===== config.mk =====
export PLATFORM = sky130hd
export DESIGN_NAME = mux_n_pipe
export DESIGN_NICKNAME = d
export VERILOG_FILES = /design/src/rtl/mux_n_pipe_pkg.sv /design/src/rtl/mux_n_pipe_sel.sv /design/src/rtl/mux_n_pipe.sv
export SDC_FILE = /design/constraint.sdc
export NUM_CORES = 1
export LEC_CHECK = 0
export ABC_AREA = 0
export CAP_MARGIN = 20
export CORE_ASPECT_RATIO = 0.9
export CORE_MARGIN = 10
export CORE_UTILIZATION = 25
export CTS_CLUSTER_DIAMETER = 120
export DETAILED_ROUTE_END_ITERATION = 7
export DONT_BUFFER_PORTS = 1
export PLACE_DENSITY = 0.37
export SLEW_MARGIN = 30
export SYNTH_ARGS = -nofsm -noshare
export SYNTH_HDL_FRONTEND = slang
export SYNTH_HIERARCHICAL = 1
export SYNTH_SLANG_ARGS = --single-unit

===== constraint.sdc =====
create_clock -name clk -period 2.6 [get_ports clk]
set_input_delay 0.26 -clock clk [delete_from_list [all_inputs] [get_ports clk]]
set_output_delay 0.26 -clock clk [all_outputs]
set_load 0.05 [all_outputs]

===== src/rtl/mux_n_pipe_pkg.sv =====
// Shared definitions for the N:1 registered select: select-encoding constants and
// the select-width derivation used by every module in this slice.
package mux_n_pipe_pkg;

  localparam int SEL_BINARY = 0;
  localparam int SEL_ONEHOT = 1;

  function automatic int sel_width(input int num_in, input int onehot);
    return (onehot == SEL_ONEHOT) ? num_in : $clog2(num_in);
  endfunction

endpackage


===== src/rtl/mux_n_pipe_sel.sv =====
// Combinational N:1 select with illegal-select detect. An illegal select yields a
// zero word with err set, so downstream never sees a stale or OR-merged operand.
module mux_n_pipe_sel
  import mux_n_pipe_pkg::*;
#(
  parameter int WIDTH  = 32,
  parameter int NUM_IN = 4,
  parameter int ONEHOT = SEL_BINARY,
  localparam int SEL_W = sel_width(NUM_IN, ONEHOT)
) (
  input  logic [NUM_IN*WIDTH-1:0] in_data,
  input  logic [SEL_W-1:0]        sel,
  output logic [WIDTH-1:0]        word,
  output logic                    err
);

  if (ONEHOT == SEL_ONEHOT) begin : g_onehot
    always_comb begin
      word = '0;
      err  = ($countones(sel) != 1);
      if (!err) begin
        for (int k = 0; k < NUM_IN; k++) begin
          if (sel[k]) word = in_data[k*WIDTH +: WIDTH];
        end
      end
    end
  end else begin : g_binary
    // Codes at or above NUM_IN match no input and fall through to the error default.
    always_comb begin
      word = '0;
      err  = 1'b1;
      for (int k = 0; k < NUM_IN; k++) begin
        if (sel == SEL_W'(k)) begin
          word = in_data[k*WIDTH +: WIDTH];
          err  = 1'b0;
        end
      end
    end
  end

endmodule


===== src/rtl/mux_n_pipe.sv =====
// N:1 operand select feeding a registered output stage with valid/ready handshake,
// a one-entry skid buffer for back-pressure, and flush.
module mux_n_pipe
  import mux_n_pipe_pkg::*;
#(
  parameter int WIDTH  = 32,
  parameter int NUM_IN = 4,
  parameter int ONEHOT = SEL_BINARY,
  localparam int SEL_W = sel_width(NUM_IN, ONEHOT)
) (
  input  logic                    clk,
  input  logic                    rst,
  input  logic [NUM_IN*WIDTH-1:0] in_data,
  input  logic [SEL_W-1:0]        sel,
  input  logic                    in_valid,
  output logic                    in_ready,
  input  logic                    flush,
  output logic [WIDTH-1:0]        out_data,
  output logic                    out_err,
  output logic                    out_valid,
  input  logic                    out_ready
);

  logic [WIDTH-1:0] word_p0;
  logic             err_p0;
  logic [WIDTH-1:0] data_p1;
  logic             err_p1;
  logic             vld_p1;
  logic [WIDTH-1:0] skid_data_p1;
  logic             skid_err_p1;
  logic             skid_vld_p1;
  logic             accept;
  logic             out_free;

  mux_n_pipe_sel #(
    .WIDTH  (WIDTH),
    .NUM_IN (NUM_IN),
    .ONEHOT (ONEHOT)
  ) u_sel (
    .in_data (in_data),
    .sel     (sel),
    .word    (word_p0),
    .err     (err_p0)
  );

  // A full skid means OUT is blocked behind it, so no new word can be taken.
  assign in_ready = !skid_vld_p1 && !flush && !rst;
  assign accept   = in_valid && in_ready;
  assign out_free = !vld_p1 || out_ready;

  // ---- stage p0 -> p1: occupancy control ----
  always_ff @(posedge clk) begin
    if (rst || flush) begin
      vld_p1      <= 1'b0;
      skid_vld_p1 <= 1'b0;
    end else if (skid_vld_p1) begin
      if (out_ready) skid_vld_p1 <= 1'b0;
    end else if (accept) begin
      if (out_free) vld_p1      <= 1'b1;
      else          skid_vld_p1 <= 1'b1;
    end else if (out_ready) begin
      vld_p1 <= 1'b0;
    end
  end

  // ---- stage p0 -> p1: output register (held across flush, cleared by reset) ----
  always_ff @(posedge clk) begin
    if (rst) begin
      data_p1 <= '0;
      err_p1  <= 1'b0;
    end else if (!flush) begin
      if (skid_vld_p1) begin
        if (out_ready) begin
          data_p1 <= skid_data_p1;
          err_p1  <= skid_err_p1;
        end
      end else if (accept && out_free) begin
        data_p1 <= word_p0;
        err_p1  <= err_p0;
      end
    end
  end

  // ---- stage p0 -> p1: skid register, only loaded while OUT is stalled ----
  always_ff @(posedge clk) begin
    if (accept && !out_free) begin
      skid_data_p1 <= word_p0;
      skid_err_p1  <= err_p0;
    end
  end

  assign out_data  = data_p1;
  assign out_err   = err_p1;
  assign out_valid = vld_p1;

endmodule


# == Word-level counts from Yosys, hierarchy flattened ==
# Index checks and enable logic that the tools add are counted.
# totals
ff_bits,68
out_inout_bits,35
input_bits,135
word_cells,51
# op_classes
eq_ne,5
bitwise,2
reduce_logical,17
n_mux,21
# ops
cell,count
$mux W32,7
$mux W1,14
$reduce_and A3 Y1,2
$logic_and A1 B1 Y1,5
$logic_not A1 Y1,5
$eq A2 B2 Y1 const B,2
$reduce_bool A2 Y1,2
$eq A2 B1 Y1 const B,1
$logic_not A2 Y1,1
$logic_or A1 B1 Y1,2
$ne A2 B1 Y1 const B,1
$ne A2 B2 Y1 const B,1
$not A1 Y1,2

# == Longest topological paths before layout ==
# logic_depth
depth_word,7
ltp_mapped,6
depth_no_buf,4

# == By module ==
# The synthesis kept the hierarchy.
# by_module_without_submodules
module,seq_area_each_um2,cells_each,area_per_inst_um2,n_inst
mux_n_pipe,1691.6,227,2932.8,1
mux_n_pipe_sel,0.0,41,825.8,1

# == Least setup slack after synthesis ==
# No wires, ideal clock.
# synth_timing
path_kind,reg2reg
startpoint,register skid_vld_p1
endpoint,register skid_data_p1[0] (enable)
t_required_ns,2.206
setup_time_ns,0.394
stages_incl_launch_ff,5
arrival_ns,2.893
path_buffers,2
slack_ns,-0.687
period_less_slack_ns,3.287
path_cell_list,dfxtp_1 > buf_6 > buf_4 > nor3_1 > and4b_1
# synth_via
elab_chain_cells,5
# synth_lines
item,line_no,source
"start, declared",mux_n_pipe.sv:31,logic skid_vld_p1;
"start signal, assigned",mux_n_pipe.sv:55,skid_vld_p1 <= 1'b0;
"start signal, assigned",mux_n_pipe.sv:57,if (out_ready) skid_vld_p1 <= 1'b0;
"start signal, assigned",mux_n_pipe.sv:60,else skid_vld_p1 <= 1'b1;
$logic_not A1 Y1,mux_n_pipe.sv:47,assign in_ready = !skid_vld_p1 && !flush && !rst;
$logic_and A1 B1 Y1 (2 in a row),mux_n_pipe.sv:47,
via in_ready,mux_n_pipe.sv:16,"output logic in_ready,"
$logic_and A1 B1 Y1,mux_n_pipe.sv:48,assign accept = in_valid && in_ready;
$logic_and A1 B1 Y1,mux_n_pipe.sv:86,if (accept && !out_free) begin
"end signal, assigned",mux_n_pipe.sv:87,skid_data_p1 <= word_p0;
"end, declared",mux_n_pipe.sv:29,logic [WIDTH-1:0] skid_data_p1;
# The timed path passes the listed nets, and every way through them passes these cells.
# A chain may end at the register's enable or synchronous reset.

# == Worst setup path in the final report ==
# layout_timing
startpoint,register skid_vld_p1
endpoint,register skid_vld_p1
# layout_via
elab_chain_cells,6
# layout_lines
item,line_no,source
$logic_not A1 Y1,mux_n_pipe.sv:47,
$logic_and A1 B1 Y1 (2 in a row),mux_n_pipe.sv:47,
$logic_and A1 B1 Y1,mux_n_pipe.sv:48,
$mux W1,mux_n_pipe.sv:58,end else if (accept) begin
$mux W1 *,mux_n_pipe.sv:56,end else if (skid_vld_p1) begin
# Every way passes the cells marked *; elsewhere a longest branch is shown, timed or not.

==> reports/metrics.yaml <==
power_density_nw_per_um2: 701.9
finalSetupViolations: 0
critPathMaxStageDelay_ns: 0.67
reg2regPathDepth: 4
vias: 2126
synthTopCellsByArea: "edfxtp_1, dfxtp_1, mux4_2"
die_y_um: 136.3
pwr-share-seq_pct: 41.8
grt_pass1_wl_um: 14370
fmax_ghz: 0.4953
grt_max_degree: 71
grt_antenna_before_repair: 1
critical-path-top-delay-family: "buffers and inverters"
cts.clk_slew.worst_paths_ns: 0.05
slew_viol_final: 0
period_minus_slack_ns: 2.019
fin_skew_ns: 0.004708
swShare_pct: 20.95
comb_power_share_pct: 7.7
cts_sinks: 68
cp-start-kind: "flop"
drive_gt1_share_pct: 32.71
cts.hold.buffers_added: 2
power_frac_clock_pct: 50.5
netlist_instances: 268
crit_fanout: 22
rsz0062_at_grt: "false"
drc: 0
root_buffer: "clkbuf_16"
cts_max_level: 3
hp-class: "input port to flop"
tightest_slew_ns: 0.5637
hpwl_um: 7145
dr.pass1.iters: 4
r2r-end: "skid_vld_p1"
worst-path-stages: 4
cp.buffers_inverters: 2
hold_viol: 0
via_per_inst: 4.552
synth_top_area_share_pct: 26.36
crit_type: "flop to flop"
seq_area_frac_synth_pct: 45.01
worstSkewPairLatency_ns: 0.33
reg2reg_slack_ns: 0.58
p_total_uw: 2987
cts_buffers: 9
synthesis.area_um2: 3759
cts_tree: "built"
post_cts_buffers: 0
intPower_uw: 2361
track_usage_pct: 9.446
die_area_um2: 20350
yosysTopAreaCell: "edfxtp_1"
layout.nets: 399
timing.rr.start: "skid_vld_p1"
start_util_pct: 25.54
cpMaxStageDelayCell: "dfxtp_2"
avgSynthCellArea_um2: 14.02
diodes: 0
io_pins: 170
synth_nets: 403
io_buffers: 0
cts_resized: 0
hold_end: "out_valid"
hp-start: "rst"
ant_nets: 0
tns_ns: 0
die_x_um: 149.2
avgRoutedWirePerCell_um: 21.21
outcome: "complete, no violations"
crit_chain: "buf_4, a21oi_1, nor4_1, dlygate4sd3_1"
placementRows: 42
cp-end-kind: "flop"
clock_path_buffers: 2
area_delta_synth_final_pct: 13.22
ys_types: 23
min_path_cells: 1
required_ns: 2.87
grt_pass1_vias: 2362
overflow: 0
fill_cells: 1514
switchingPower_uw: 625.7
gp_congestion: 0.6637
fin_crit_sh_pct: 77.65
relSlewSlack_pct: 62.37
core_region_area_um2: 14710
first_iter_violations: 51
yosys_warnings: 6
maxCapViolCount: 0
ir_worst_vdd_mv: 0.2941
cp.arrival_ns: 2.29
leakagePower_uw: 0.001443
routed_wirelength_um: 9903
ys_seq_elements: 68
## metrics by stage
stage	cells	util (%)	setup WS (ns)	hold slack [ns]	cell area, um2
floorplan	268	-	0.08972	0.3364	3765
global placement	449	26.29	0.5577	0.3361	3869
detailed placement	449	26.29	0.5368	0.3337	3869
CTS	467	28.92	0.5165	0.001694	4255
global route	467	28.92	0.3848	0.009291	4255
finish	467	28.92	0.5812	0.03993	4255
## worst max path at each step
stage / from / slack (ns) / to
after floorplan: skid_vld_p1 / 0.09 / skid_data_p1[0]
after global placement: skid_vld_p1 / 0.56 / out_data[12]
after detailed placement: skid_vld_p1 / 0.54 / out_data[16]
after CTS: skid_vld_p1 / 0.52 / skid_vld_p1
after global routing: skid_vld_p1 / 0.38 / skid_vld_p1
final: skid_vld_p1 / 0.58 / skid_vld_p1
## power by group through the flow
stage	Combinational, uW	Sequential [uW]	Clock, uW
finish	230	1250	1510
global route	255	1250	1610
CTS	236	1250	1560
detailed placement	232	1270	0
global placement	231	1270	0
floorplan	243	1270	0
## placed cells by master, fill, tap and decap left out
cell type / count
dlygate4sd3_1: 2
nor3_1: 1
clkbuf_8: 1
nor4_1: 1
nor2b_4: 1
buf_12: 1
bufinv_16: 4
nor2_1: 34
mux2_4: 1
edfxtp_1: 33
mux4_2: 30
mux4_1: 2
dfxtp_2: 1
conb_1: 1
nor3_2: 1
o221ai_4: 1
nand2b_1: 1
buf_4: 5
a21oi_1: 2
and4b_2: 1
mux2_2: 32
mux2i_1: 33
nor2b_1: 34
clkbuf_1: 2
dfxtp_1: 34
inv_1: 1
clkbuf_16: 9
## cell usage after synthesis
library cell,instances
buf_6,6
mux4_1,2
nor2b_4,1
inv_1,1
conb_1,1
o221ai_4,1
nor2b_1,34
and4b_1,1
mux4_2,30
buf_2,3
mux2_2,32
mux2i_1,33
buf_4,5
buf_12,3
mux2_4,1
dfxtp_1,35
a21oi_1,2
nor4_1,1
nor2_1,34
nor3_1,2
clkbuf_1,6
edfxtp_1,33
nand2b_1,1
## area by class of cell
class,count,area [um2],share of cell area [%]
multi-input combinational,176,1867,43.87
sequential,68,1693,39.78
tap,198,247.7,5.822
clock buffer,12,246.5,5.792
clock inverter,4,120.1,2.823
timing repair buffer,8,77.57,1.823
inverter,1,3.754,0.08821
## sequential cells by signal, summed over array words and instances (netlist names)
register	cells
out_data	32
skid_data_p1	32
out_err	1
out_valid	1
skid_err_p1	1
skid_vld_p1	1
## kinds of logic after synthesis
family	after synthesis	share of synthesized area, %
flops	68	45.01
compound gates	3	0.9655
other cells	1	0.09977
buf+inv	24	5.492
mux	98	38.15
simple gates	74	10.29
## layer usage
layer,wire [um],track usage (%),vias up
li1,-,-,988
met1,4127,10.84,1025
met2,4561,14.35,99
met3,1059,5.351,12
met4,144,3.595,2
met5,11,0,-
No activity file was read; power rests on OpenSTA's default activity.
